$ cat config.mk
export PLATFORM = sky130hd
export DESIGN_NAME = snake_game_ctrl
export DESIGN_NICKNAME = d
export VERILOG_FILES = /design/src/rtl/snake_pkg.sv /design/src/rtl/snake_lfsr.sv /design/src/rtl/snake_game_ctrl.sv
export SDC_FILE = /design/constraint.sdc
export NUM_CORES = 1
export LEC_CHECK = 0
export ABC_AREA = 1
export BUFFER_PORTS_ARGS = -buffer_cell sky130_fd_sc_hd__buf_2
export CAP_MARGIN = 20
export CORE_MARGIN = 1
export CORE_UTILIZATION = 67
export DETAILED_ROUTE_END_ITERATION = 16
export GPL_TIMING_DRIVEN = 0
export PLACE_DENSITY_LB_ADDON = 0.15
export SLEW_MARGIN = 0
export SYNTH_ARGS = -nofsm -noshare
export SYNTH_HDL_FRONTEND = slang
export SYNTH_HIERARCHICAL = 1
export SYNTH_SLANG_ARGS = --single-unit
$ cat constraint.sdc
create_clock -name clk -period 8.33 [get_ports clk]
set_input_delay 0.833 -clock clk [delete_from_list [all_inputs] [get_ports clk]]
set_output_delay 0.833 -clock clk [all_outputs]
set_load 0.1 [all_outputs]
$ cat src/rtl/snake_pkg.sv
// Constants shared by the snake game controller and snake_field: direction codes,
// cell codes, sequencer state encoding and the direction-pick helpers.
package snake_pkg;

    localparam logic [1:0] DIR_UP    = 2'd0;
    localparam logic [1:0] DIR_RIGHT = 2'd1;
    localparam logic [1:0] DIR_DOWN  = 2'd2;
    localparam logic [1:0] DIR_LEFT  = 2'd3;

    localparam logic [2:0] CELL_EMPTY = 3'd0;
    localparam logic [2:0] CELL_APPLE = 3'd5;

    typedef enum logic [2:0] {
        ST_IDLE,
        ST_INIT,
        ST_RUN,
        ST_STEP,
        ST_SETTLE,
        ST_OVER
    } state_e;

    // Lowest set button index wins when several are pressed together.
    function automatic logic [1:0] dir_pick(input logic [3:0] btn);
        if (btn[0])      return DIR_UP;
        else if (btn[1]) return DIR_RIGHT;
        else if (btn[2]) return DIR_DOWN;
        else             return DIR_LEFT;
    endfunction

    // Opposite directions differ only in bit 1, so XOR == 2 means a reversal.
    function automatic logic dir_legal(input logic [1:0] cand, input logic [1:0] cur);
        return (cand ^ cur) != 2'd2;
    endfunction

endpackage

$ cat src/rtl/snake_lfsr.sv
// 16-bit maximal-length Galois LFSR (taps 16,14,13,11), free-running while enabled.
// Exposes only the low OUT_W bits that the caller consumes.
module snake_lfsr #(
    parameter int          OUT_W = 7,
    parameter logic [15:0] SEED  = 16'h0001
) (
    input  logic             clk_i,
    input  logic             rst_ni,
    input  logic             en_i,
    output logic [OUT_W-1:0] q_o
);
    localparam logic [15:0] TAPS = 16'hB400;

    logic [15:0] lfsr_q;
    logic [15:0] lfsr_d;

    always_comb begin
        lfsr_d = lfsr_q[0] ? ({1'b0, lfsr_q[15:1]} ^ TAPS) : {1'b0, lfsr_q[15:1]};
    end

    always_ff @(posedge clk_i or negedge rst_ni) begin
        if (!rst_ni) begin
            lfsr_q <= SEED;
        end else if (en_i) begin
            lfsr_q <= lfsr_d;
        end
    end

    assign q_o = lfsr_q[OUT_W-1:0];

endmodule

$ cat src/rtl/snake_game_ctrl.sv
// Snake game sequencer: start/step pulse timing, reversal-proof direction filter,
// apple seed and saturating score; the step period shrinks as apples are eaten.
module snake_game_ctrl
    import snake_pkg::*;
#(
    parameter int SIZE_X      = 10,
    parameter int SIZE_Y      = 10,
    parameter int TICK_PERIOD = 25_000_000,
    parameter int TICK_MIN    = 5_000_000,
    parameter int TICK_DEC    = 1_000_000,
    parameter int SCORE_W     = 8
) (
    input  logic                                 clk,
    input  logic                                 rst_n,
    input  logic                                 btn_start,
    input  logic [3:0]                           btn_dir,
    input  logic                                 field_alive,
    input  logic                                 apple_eaten,
    output logic                                 start,
    output logic                                 step,
    output logic [1:0]                           snake_dir,
    output logic [$clog2(SIZE_X*SIZE_Y)-1:0]     seed,
    output logic [SCORE_W-1:0]                   score,
    output logic                                 game_over
);
    localparam int N_CELLS = SIZE_X * SIZE_Y;
    localparam int SEED_W  = $clog2(N_CELLS);
    localparam int PER_W   = $clog2(TICK_PERIOD + 1);

    localparam logic [PER_W-1:0]  PER_INIT = PER_W'(TICK_PERIOD);
    localparam logic [PER_W-1:0]  PER_MIN  = PER_W'(TICK_MIN);
    localparam logic [PER_W-1:0]  PER_DEC  = PER_W'(TICK_DEC);
    localparam logic [SEED_W:0]   N_EXT    = (SEED_W + 1)'(N_CELLS);

    state_e              state_q;
    logic [PER_W-1:0]    period_q, period_d;
    logic [PER_W-1:0]    cnt_q;
    logic [1:0]          cur_dir_q, snake_dir_q;
    logic [1:0]          dir_cand;
    logic                dir_acc;
    logic [SCORE_W-1:0]  score_q, score_d;
    logic                start_q, step_q, over_q;
    logic [SEED_W-1:0]   rnd;
    logic [SEED_W-1:0]   seed_q, seed_d;

    snake_lfsr #(
        .OUT_W (SEED_W),
        .SEED  (16'h0001)
    ) u_lfsr (
        .clk_i  (clk),
        .rst_ni (rst_n),
        .en_i   (1'b1),
        .q_o    (rnd)
    );

    always_comb begin
        dir_cand = dir_pick(btn_dir);
        dir_acc  = (|btn_dir) && dir_legal(dir_cand, cur_dir_q)
                   && (state_q == ST_RUN || state_q == ST_SETTLE);
        // Underflow is caught before the floor clamp so a small period never wraps.
        if (period_q < PER_DEC || (period_q - PER_DEC) < PER_MIN) begin
            period_d = PER_MIN;
        end else begin
            period_d = period_q - PER_DEC;
        end
        score_d = (&score_q) ? score_q : score_q + 1'b1;
        // rnd < 2^SEED_W < 2*N_CELLS, so one conditional subtraction lands below N_CELLS.
        seed_d  = ({1'b0, rnd} >= N_EXT) ? SEED_W'({1'b0, rnd} - N_EXT) : rnd;
    end

    always_ff @(posedge clk or negedge rst_n) begin
        if (!rst_n) begin
            seed_q <= '0;
        end else begin
            seed_q <= seed_d;
        end
    end

    always_ff @(posedge clk or negedge rst_n) begin
        if (!rst_n) begin
            state_q     <= ST_IDLE;
            start_q     <= 1'b0;
            step_q      <= 1'b0;
            over_q      <= 1'b0;
            score_q     <= '0;
            snake_dir_q <= DIR_RIGHT;
            cur_dir_q   <= DIR_RIGHT;
            period_q    <= PER_INIT;
            cnt_q       <= '0;
        end else begin
            start_q <= 1'b0;
            step_q  <= 1'b0;
            if (dir_acc) begin
                snake_dir_q <= dir_cand;
            end
            case (state_q)
                ST_IDLE: begin
                    if (btn_start) begin
                        state_q <= ST_INIT;
                        start_q <= 1'b1;
                    end
                end
                ST_INIT: begin
                    score_q     <= '0;
                    period_q    <= PER_INIT;
                    cnt_q       <= PER_INIT - 1'b1;
                    cur_dir_q   <= DIR_RIGHT;
                    snake_dir_q <= DIR_RIGHT;
                    state_q     <= ST_RUN;
                end
                ST_RUN: begin
                    if (cnt_q == '0) begin
                        state_q <= ST_STEP;
                        step_q  <= 1'b1;
                    end else begin
                        cnt_q <= cnt_q - 1'b1;
                    end
                end
                ST_STEP: begin
                    cur_dir_q <= snake_dir_q;
                    state_q   <= ST_SETTLE;
                end
                ST_SETTLE: begin
                    if (!field_alive) begin
                        state_q <= ST_OVER;
                        over_q  <= 1'b1;
                    end else begin
                        if (apple_eaten) begin
                            score_q  <= score_d;
                            period_q <= period_d;
                            cnt_q    <= period_d - 1'b1;
                        end else begin
                            cnt_q <= period_q - 1'b1;
                        end
                        state_q <= ST_RUN;
                    end
                end
                ST_OVER: begin
                    if (btn_start) begin
                        state_q <= ST_INIT;
                        start_q <= 1'b1;
                        over_q  <= 1'b0;
                    end
                end
                default: state_q <= ST_IDLE;
            endcase
        end
    end

    assign start     = start_q;
    assign step      = step_q;
    assign snake_dir = snake_dir_q;
    assign seed      = seed_q;
    assign score     = score_q;
    assign game_over = over_q;

endmodule
==> out/metrics.csv, run 1 <==
metric,value,unit
finalHoldViolCount,0,
synth-seq-cells,91,
area_growth,8.42,%
wirelength,15700,microns
post_cts_buffers,0,
ys.flop_type,dfrtp_1,
cts_resized,0,
clk_latency,370,ps
crit_path_end_kind,flip-flop,
dieArea,9320,sq um
synth_compound_area_share,11.7,%
maxSlewViolCount,0,
finalSetupTns,0,ps
cts_hold_buf,0,
p_sw_share,51.4,%
overflow,0,
clockRootBuffer,clkbuf_8,
syn_nets,878,
slew_headroom,56.2,%
vias,5884,
rsz0062_at_grt,false,
max_freq,0.256,GHz
syn_inst,864,
dp_hpwl,11800,microns
tightest_slew,648,ps
power_density,318,nW/um^2
ant_nets,0,
combPwrFrac,52.3,%
cts_made_buffers,9,
power.switching,0.00106,W
fin_util,74.8,%
grt_pass1_vias,5288,
num_antenna_cells,0,
ys_top_cells_by_area,"dfrtp_1 32%, nand2_1 14%, inv_1 9.0%, dfstp_2 6.6%, nor2_1 5.6%",
required,8560,ps
crit_fanout,10,
netlist.area_leader.share,31.8,%
initial_core_util,69.0,%
synthArstFlopShare,100,%
dr.first_iter.drc_count,412,
vias_per_cell,5.79,
yosysTopAreaCell,dfrtp_1,
critical_path_class,reg -> reg,
syn_avg_cell_area,6.93,sq um
firstDrtPassIters,6,
synth.cell_area,5990,sq um
io_buffers,28,
mostFrequentLayoutCells,"220 x nand2_1, 143 x inv_1, 90 x nor2_1",
clock-sinks,91,
p_leak,3.44,nW
status,finished clean,
skew,13.4,ps
pwr-share-clk,15.5,%
die_h,96.5,microns
route.detailed.drc,0,
post-route-period-util,46.9,%
yosys.area_share.simple,35.0,%
nFillCells,711,
maxCapViolations,0,
cts_tree,yes,
fin_nets,918,
synthXorXnorAreaFrac,1.17,%
cts-htree-levels,3,
ios,29,
coreArea,8680,sq um
synth_mux_area_share,0,%
synth_adder_area_share,1.04,%
grt_pass1_wl,24900,microns
worstSetupStartpointType,flip-flop,
antenna_found_initial,0,
synth.distinct_cells,49,
wl_per_cell,15.4,microns
setup_viol,0,
yosysWarnings,6,
place.gp.congestion,0.964,
synth_top_family_by_area,simple AND/OR/NAND/NOR gates,
period_needed,3910,ps
crit_arrival,4140,ps
grt_util_all_layers,35.3,%
grt_max_degree,48,
ys_seq_area_share,38.3,%
clk_path_buf_depth,2,
rows,34,
drive_above_1_share,14.7,%
clk_pin_slew,110,ps
seq_power_share,32.2,%
die_x,96.5,microns
p_int,0.00100,W
synth_edf_count,0,
peakVddDrop,0.185,mV
worstHoldPathType,in -> async,
layout_commonest_cell,nand2_1,
[layer usage]
layer	wire [microns]	global-route usage, %	part of all wire, %
met4	420	11.4	2.7
met3	1110	6.10	7.1
met1	6830	48.7	44
met5	0	0	0
met2	7300	56.5	47
[worst paths after layout]
kind / start / end / slack (ps) / cells past startpoint
max: period_q[6] / cnt_q[6] / 4420 / 22
min: rst_n / period_q[15] / 450 / 1
max reg2reg: period_q[6] / cnt_q[6] / 4420 / 22
min reg2reg: u_lfsr/lfsr_q[12] / u_lfsr/lfsr_q[11] / 500 / 2
max in group asynchronous: rst_n / cur_dir_q[0] / 7190 / 2
min in group clk: u_lfsr/lfsr_q[12] / u_lfsr/lfsr_q[11] / 500 / 2
[through the flow]
step | total power, W | cell area [sq um] | worst slack (ps) | instances | hold WS [ps]
floorplan | 0.00147 | 5990 | 5200 | 864 | 450
global route | 0.00221 | 6490 | 4210 | 1017 | 498
global placement | 0.00168 | 6260 | 4650 | 1000 | 462
detailed placement | 0.00172 | 6290 | 4580 | 1001 | 469
finish | 0.00206 | 6490 | 4420 | 1017 | 450
CTS | 0.00204 | 6490 | 4530 | 1017 | 472
[area by class of cell]
type                            instances  area [sq um]  area share [%]
Clock inverter                          7          75.1            1.16
Clock buffer                            9           124            1.91
Sequential cell                        91          2300            35.4
Tap cell                              108           135            2.08
Buffer                                 25           161            2.49
Timing Repair Buffer                   29           170            2.62
Multi-Input combinational cell        590          2930            45.2
Inverter                              158           598            9.21
[state kept, by name (all words and copies together) (netlist names), 2 cells and up]
signal	cells
cur_dir_q	2
score	8
u_lfsr/lfsr_q	16
cnt_q	25
snake_dir	2
state_q	3
seed	7
period_q	25
[critical path, cell delays in order, from the launching register on]
cell	delay (ps)
dfstp_2	570
inv_2	70
ha_1	220
nand2_1	70
nand2_1	110
nand3_1	210
nand2_1	90
xor2_1	180
nor2_1	100
nand2_1	80
nand3_1	140
nand3_4	170
nand2_4	180
nand2_4	120
a22oi_4	190
ha_1	180
inv_1	50
nor2_2	180
nand2_4	110
nor2_1	350
a21oi_1	110
o21ai_0	110
o21ai_0	150
[cell usage after synthesis (3+ instances only)]
cell type  instances
a21oi_1           19
a22oi_1            6
buf_2              3
buf_4              7
buf_6              5
clkbuf_1           9
clkinv_1           3
dfrtp_1           76
dfstp_2           15
ha_1               5
inv_1            143
inv_2             11
nand2_1          220
nand2_2           23
nand2_4            3
nand3_1           66
nand3_2            3
nand3b_1           3
nand4_1           25
nor2_1            90
nor2_2             6
nor2_4             5
nor3_1             9
nor4_1             4
o21ai_0           48
o21ai_1            5
o22ai_1           21
xor2_1             7
[power by group through the flow]
stage | clock network [W] | logic (W) | registers [W]
after floorplan | 0 | 0.000674 | 0.000792
after global placement | 0 | 0.00101 | 0.000665
after detailed placement | 0 | 0.00105 | 0.000671
after CTS | 0.000318 | 0.00106 | 0.000663
after global routing | 0.000335 | 0.00119 | 0.000681
final | 0.000319 | 0.00108 | 0.000665
[kinds of logic (layout without fill, tap and decap cells)]
logic type / count (synthesis) / in the layout
AOI/OAI and AO/OA: 115 / 115
xor gates and xnor gates: 8 / 8
adders and majority gates: 5 / 5
buffers and inverters: 183 / 228
DFF: 91 / 91
other: 1 / 1
and+or+nand+nor: 461 / 461
Note: power is estimated with default switching activity, not from simulation.
==> run 2: changes to the inputs <==
Settings changed: CORE_UTILIZATION 67 to 62.
Clock period 8.33 ns to 3.64 ns, I/O delays scaled along.
==> run 2 against run 1 <==
Against the previous run:
- maximum frequency grew 12%
- largest cell class unchanged
- critical endpoint is now cnt_q[12]
- highest routed layer unchanged
- cell count grew 2.9%
- register-to-register slack worse by 4300 ps
==> out/metrics.csv, run 2 (synthesis gave the netlist of run 1 again) <==
metric,value,unit
p_leak,3.52,nW
num_antenna_cells,0,
clockRootBuffer,clkbuf_8,
slew_headroom,55.6,%
hold_path_startpoint,btn_start,
maxSlewViolCount,0,
dieArea,10100,sq um
critical_path_class,reg -> reg,
status,finished clean,
startpoint,period_q[6],
cts_made_buffers,9,
worstHoldPathType,in -> reg,
vias_per_cell,5.60,
crit_path_end_kind,flip-flop,
coreArea,9280,sq um
period_needed,3490,ps
grt_pass1_vias,5390,
crit_arrival,3770,ps
antenna_found_initial,0,
rows,35,
dr.first_iter.drc_count,484,
worstSetupStartpointType,flip-flop,
cts_tree,yes,
ios,29,
maxCapViolations,0,
r2r_slack,150,ps
area_growth,12.4,%
fin_area,6730,sq um
initial_core_util,64.5,%
route.detailed.drc,0,
place.gp.congestion,0.936,
layout_commonest_cell,nand2_1,
wl_per_cell,15.4,microns
biggestRegsByFlops,"cnt_q: 25 flops, period_q: 25 flops, u_lfsr/lfsr_q: 16 flops",
crit_fanout,7,
peakVddDrop,0.389,mV
rr_startpoint,period_q[6],
clk_latency,380,ps
finalHoldViolCount,0,
r2r_cells,27,
ant_nets,0,
grt_pass1_wl,25600,microns
p_total,0.00495,W
placed_area,6320,sq um
overflow,0,
die_h,100,microns
tightest_slew,664,ps
cts-htree-levels,3,
grt_util_all_layers,32.9,%
setup_viol,0,
clk_pin_slew,100,ps
nFillCells,782,
wirelength,16100,microns
dp_hpwl,11700,microns
finalSetupTns,0,ps
cp-endpoint,cnt_q[12],
clock-sinks,91,
r2r-end,cnt_q[12],
place_inst,1022,
mostFrequentLayoutCells,"215 x nand2_1, 143 x inv_1, 86 x nor2_1",
grt_max_degree,49,
drive_above_1_share,17.1,%
firstDrtPassIters,6,
clk_path_buf_depth,2,
die_x,100,microns
power_density,736,nW/um^2
fin_nets,926,
hold_slack,243,ps
vias,5861,
layoutNonFillerInstCount,1046,
io_buffers,28,
required,3910,ps
post-route-period-util,96.0,%
skew,9.56,ps
max_freq,0.286,GHz
## run 2: what timing repair did
action | CTS | global route
resized for setup | 5 | 21
setup buffers | 1 | 5
endpoints found under the setup margin | 7 | 23
hold buffers | 1 | 0
cloned | 0 | 1
pin swaps | 1 | 4
endpoints found under the hold margin | 12 | 0
## run 2: layout make-up
type / count / area (sq um) / area share, %
Multi-Input combinational cell: 590 / 3030 / 45.0
Clock buffer: 9 / 124 / 1.84
Inverter: 158 / 598 / 8.89
Clock inverter: 7 / 121 / 1.80
Buffer: 25 / 164 / 2.44
Tap cell: 129 / 161 / 2.40
Timing Repair Buffer: 37 / 234 / 3.48
Sequential cell: 91 / 2300 / 34.1
## run 2: metrics by stage
step / util [%] / worst slack (ps)
finish: 72.5 / 146
global route: 72.5 / -32.6
CTS: 71.2 / 13.5
detailed placement: 68.1 / -152
global placement: 67.7 / -81.8
floorplan: - / 510
## run 2: worst max-delay path, stage by stage (launching register included)
cell,delay [ps]
dfstp_2,570
inv_2,70
ha_2,200
nand2_2,90
nand2_4,100
nand2_4,110
xor2_1,270
nor2_1,70
nand2_1,70
nand2_1,60
nand2_1,100
nand3_2,100
nand3_4,140
nand2_8,90
nand2_8,120
nand2_1,60
nand2_1,90
inv_1,50
ha_1,190
inv_1,110
nor2_4,50
nand2_4,110
nor2_4,60
buf_2,160
nand3_1,70
nand3_1,100
o21ai_1,100
inv_1,60
## run 2: layer usage
layer	global-route usage (%)	part of all wire, %	wire, microns
met5	0	0	0
met4	14.0	3.2	512
met3	4.53	7.0	1130
met2	53.4	47	7620
met1	44.2	42	6830
## run 2: where the power goes
group / total, W / switching (W) / leakage (nW) / internal [W]
Combinational: 0.00256 / 0.00187 / 2.28 / 0.000693
Sequential: 0.00153 / 0.000215 / 1.11 / 0.00131
Clock: 0.000862 / 0.000399 / 0.125 / 0.000463
Total: 0.00495 / 0.00248 / 3.52 / 0.00247
## run 2: how the worst min path moves through the flow
stage	endpoint	slack [ps]	cells past startpoint
global route	start	270	3
finish	start	240	3
CTS	start	240	3
floorplan	cnt_q[0]	70	0
detailed placement	period_q[15]	400	1
global placement	u_lfsr/lfsr_q[6]	470	2
==> run 3: changes to the inputs <==
Settings changed: PLACE_DENSITY set to 0.91, PLACE_DENSITY_LB_ADDON 0.15 to unset.
==> run 3 against run 2 <==
Against the previous run:
- first-iteration DRC count grew 43%
- worst hold slack better by 7.0 ps
- largest power group unchanged
- critical endpoint is now cnt_q[16]
- sequential share of layout area grew 0.41 points
- critical path type unchanged
- cell count fell by 0.19%
- critical path depth down 2
- sequential power about the same
==> out/metrics.csv, run 3 (synthesis gave the netlist of run 1 again) <==
metric,value,unit
status,finished clean,
cts-htree-levels,3,
multiInputGateArea,3030,sq um
cts_made_buffers,9,
vias,5878,
mostFrequentLayoutCells,"216 x nand2_1, 143 x inv_1, 87 x nor2_1",
place.gp.congestion,0.962,
p_total,0.00475,W
critical_path_class,reg -> reg,
die_x,100,microns
period_needed,3480,ps
route.detailed.drc,0,
rows,35,
maxCapViolations,0,
worstHoldPathType,in -> reg,
io_buffers,28,
grt_pass1_wl,25100,microns
ios,29,
initial_core_util,64.5,%
area_growth,11.0,%
dp_slack,-86.3,ps
max_freq,0.288,GHz
dr.first_iter.drc_count,692,
die_h,100,microns
grt_util_all_layers,31.8,%
fin_ws,162,ps
antenna_found_initial,0,
required,3910,ps
grtUsageMet3,5.43,%
seq_area,2300,sq um
num_antenna_cells,0,
grt_pass1_vias,5359,
finalHoldViolCount,0,
grt_busiest_layer,met2,
place_inst,1022,
post-route-period-util,95.6,%
crit_path_end_kind,flip-flop,
pwr-share-clk,14.3,%
vias_per_cell,5.63,
layout_commonest_cell,nand2_1,
finalSetupTns,0,ps
crit_arrival,3750,ps
skew,15.4,ps
setup_viol,0,
wirelength,15500,microns
clk_pin_slew,100,ps
fin_util,71.6,%
grt_max_degree,65,
dp_hpwl,11000,microns
wl_per_cell,14.9,microns
p_sw_share,52.4,%
seq_power_share,32.0,%
overflow,0,
cts_tree,yes,
crit_fanout,7,
clock-sinks,91,
clockRootBuffer,clkbuf_8,
coreArea,9280,sq um
clk_path_buf_depth,2,
layoutNonFillerInstCount,1044,
clk_latency,380,ps
peakVddDrop,0.353,mV
tightest_slew,721,ps
fin_nets,924,
use_met1,43.4,%
global_route.usage.met2,50.2,%
power.switching,0.00249,W
worstSetupStartpointType,flip-flop,
slew_headroom,51.9,%
nFillCells,768,
biggestRegsByFlops,"cnt_q: 25 flops, period_q: 25 flops, u_lfsr/lfsr_q: 16 flops",
firstDrtPassIters,7,
p_int,0.00226,W
maxSlewViolCount,0,
dieArea,10100,sq um
ant_nets,0,
p_leak,3.47,nW
combPwrFrac,53.7,%
power_density,714,nW/um^2
drive_above_1_share,16.7,%
run 3: cell types whose count changed in the layout (fill, tap and decap cells not counted), sizes merged:
cell | previous run | this run
bufinv | 3 | 0
buf | 52 | 50
clkinvlp | 0 | 2
inv | 158 | 160
clkinv | 4 | 3
run 3: final cells by class:
| class | instances | area share (%) |
|---|---|---|
| Buffer | 25 | 2.45 |
| Sequential cell | 91 | 34.5 |
| Clock buffer | 9 | 1.86 |
| Multi-Input combinational cell | 590 | 45.6 |
| Inverter | 158 | 9.00 |
| Tap cell | 129 | 2.43 |
| Clock inverter | 7 | 0.866 |
| Timing Repair Buffer | 35 | 3.29 |
run 3: worst max-delay path: stages (launching register included):
cell and delay [ps]:
dfstp_2 560, inv_2 60, ha_2 200, nand2_2 90, nand2_4 90, nand3_4 120, nand2_1 90, xor2_2 180
nor2_1 110, nand2_1 90, nand3_2 110, nand3_4 130, nand2_8 110, nand2_8 90, a22oi_4 180, ha_1 180
inv_1 70, nor2_4 110, nand2_4 90, nor2_4 180, buf_6 140, nand2_1 60, nand2_1 60, nand3_1 100
o21ai_1 100, inv_1 60
run 3: final timing paths:
| check | depth (start not counted) | end | start | slack (ps) |
|---|---|---|---|---|
| worst max-delay path | 25 | cnt_q[16] | period_q[6] | 160 |
| worst min-delay path | 4 | snake_dir[0] | btn_dir[0] | 250 |
| worst max register to register | 25 | cnt_q[16] | period_q[6] | 160 |
| worst min register to register | 2 | u_lfsr/lfsr_q[7] | u_lfsr/lfsr_q[8] | 490 |
| max in group asynchronous | 3 | u_lfsr/lfsr_q[0] | rst_n | 2490 |
| min in group asynchronous | 2 | score[5] | rst_n | 450 |
run 3: metal layers:
metal  part of all wire, %  vias up
met5                     0        -
met4                   3.2        0
met3                    10       55
met2                    45      317
met1                    41     2669
li1                      -     2837
run 3: what timing repair did:
item                       CTS  global route
buffers inserted             1             3
pin swaps                    0             6
hold endpoints to repair    25             0
gates cloned                 0             1
setup endpoints to repair    7            26
hold buffers                 1             0
resized for setup            2            22
run 3: per-stage QoR:
stage | hold slack, ps | area (sq um)
3_3_place_gp | 462 | 6290
4_1_cts | 255 | 6530
6_report | 250 | 6650
2_1_floorplan | 68.4 | 5990
5_1_grt | 263 | 6650
3_5_place_dp | 312 | 6320
run 3: power groups by stage:
stage | clock (W) | sequential (W) | combinational [W]
3_3_place_gp | 0 | 0.00152 | 0.00232
4_1_cts | 0.000677 | 0.00151 | 0.00240
5_1_grt | 0.000718 | 0.00155 | 0.00280
2_1_floorplan | 0 | 0.00181 | 0.00154
6_report | 0.000680 | 0.00152 | 0.00255
3_5_place_dp | 0 | 0.00153 | 0.00238
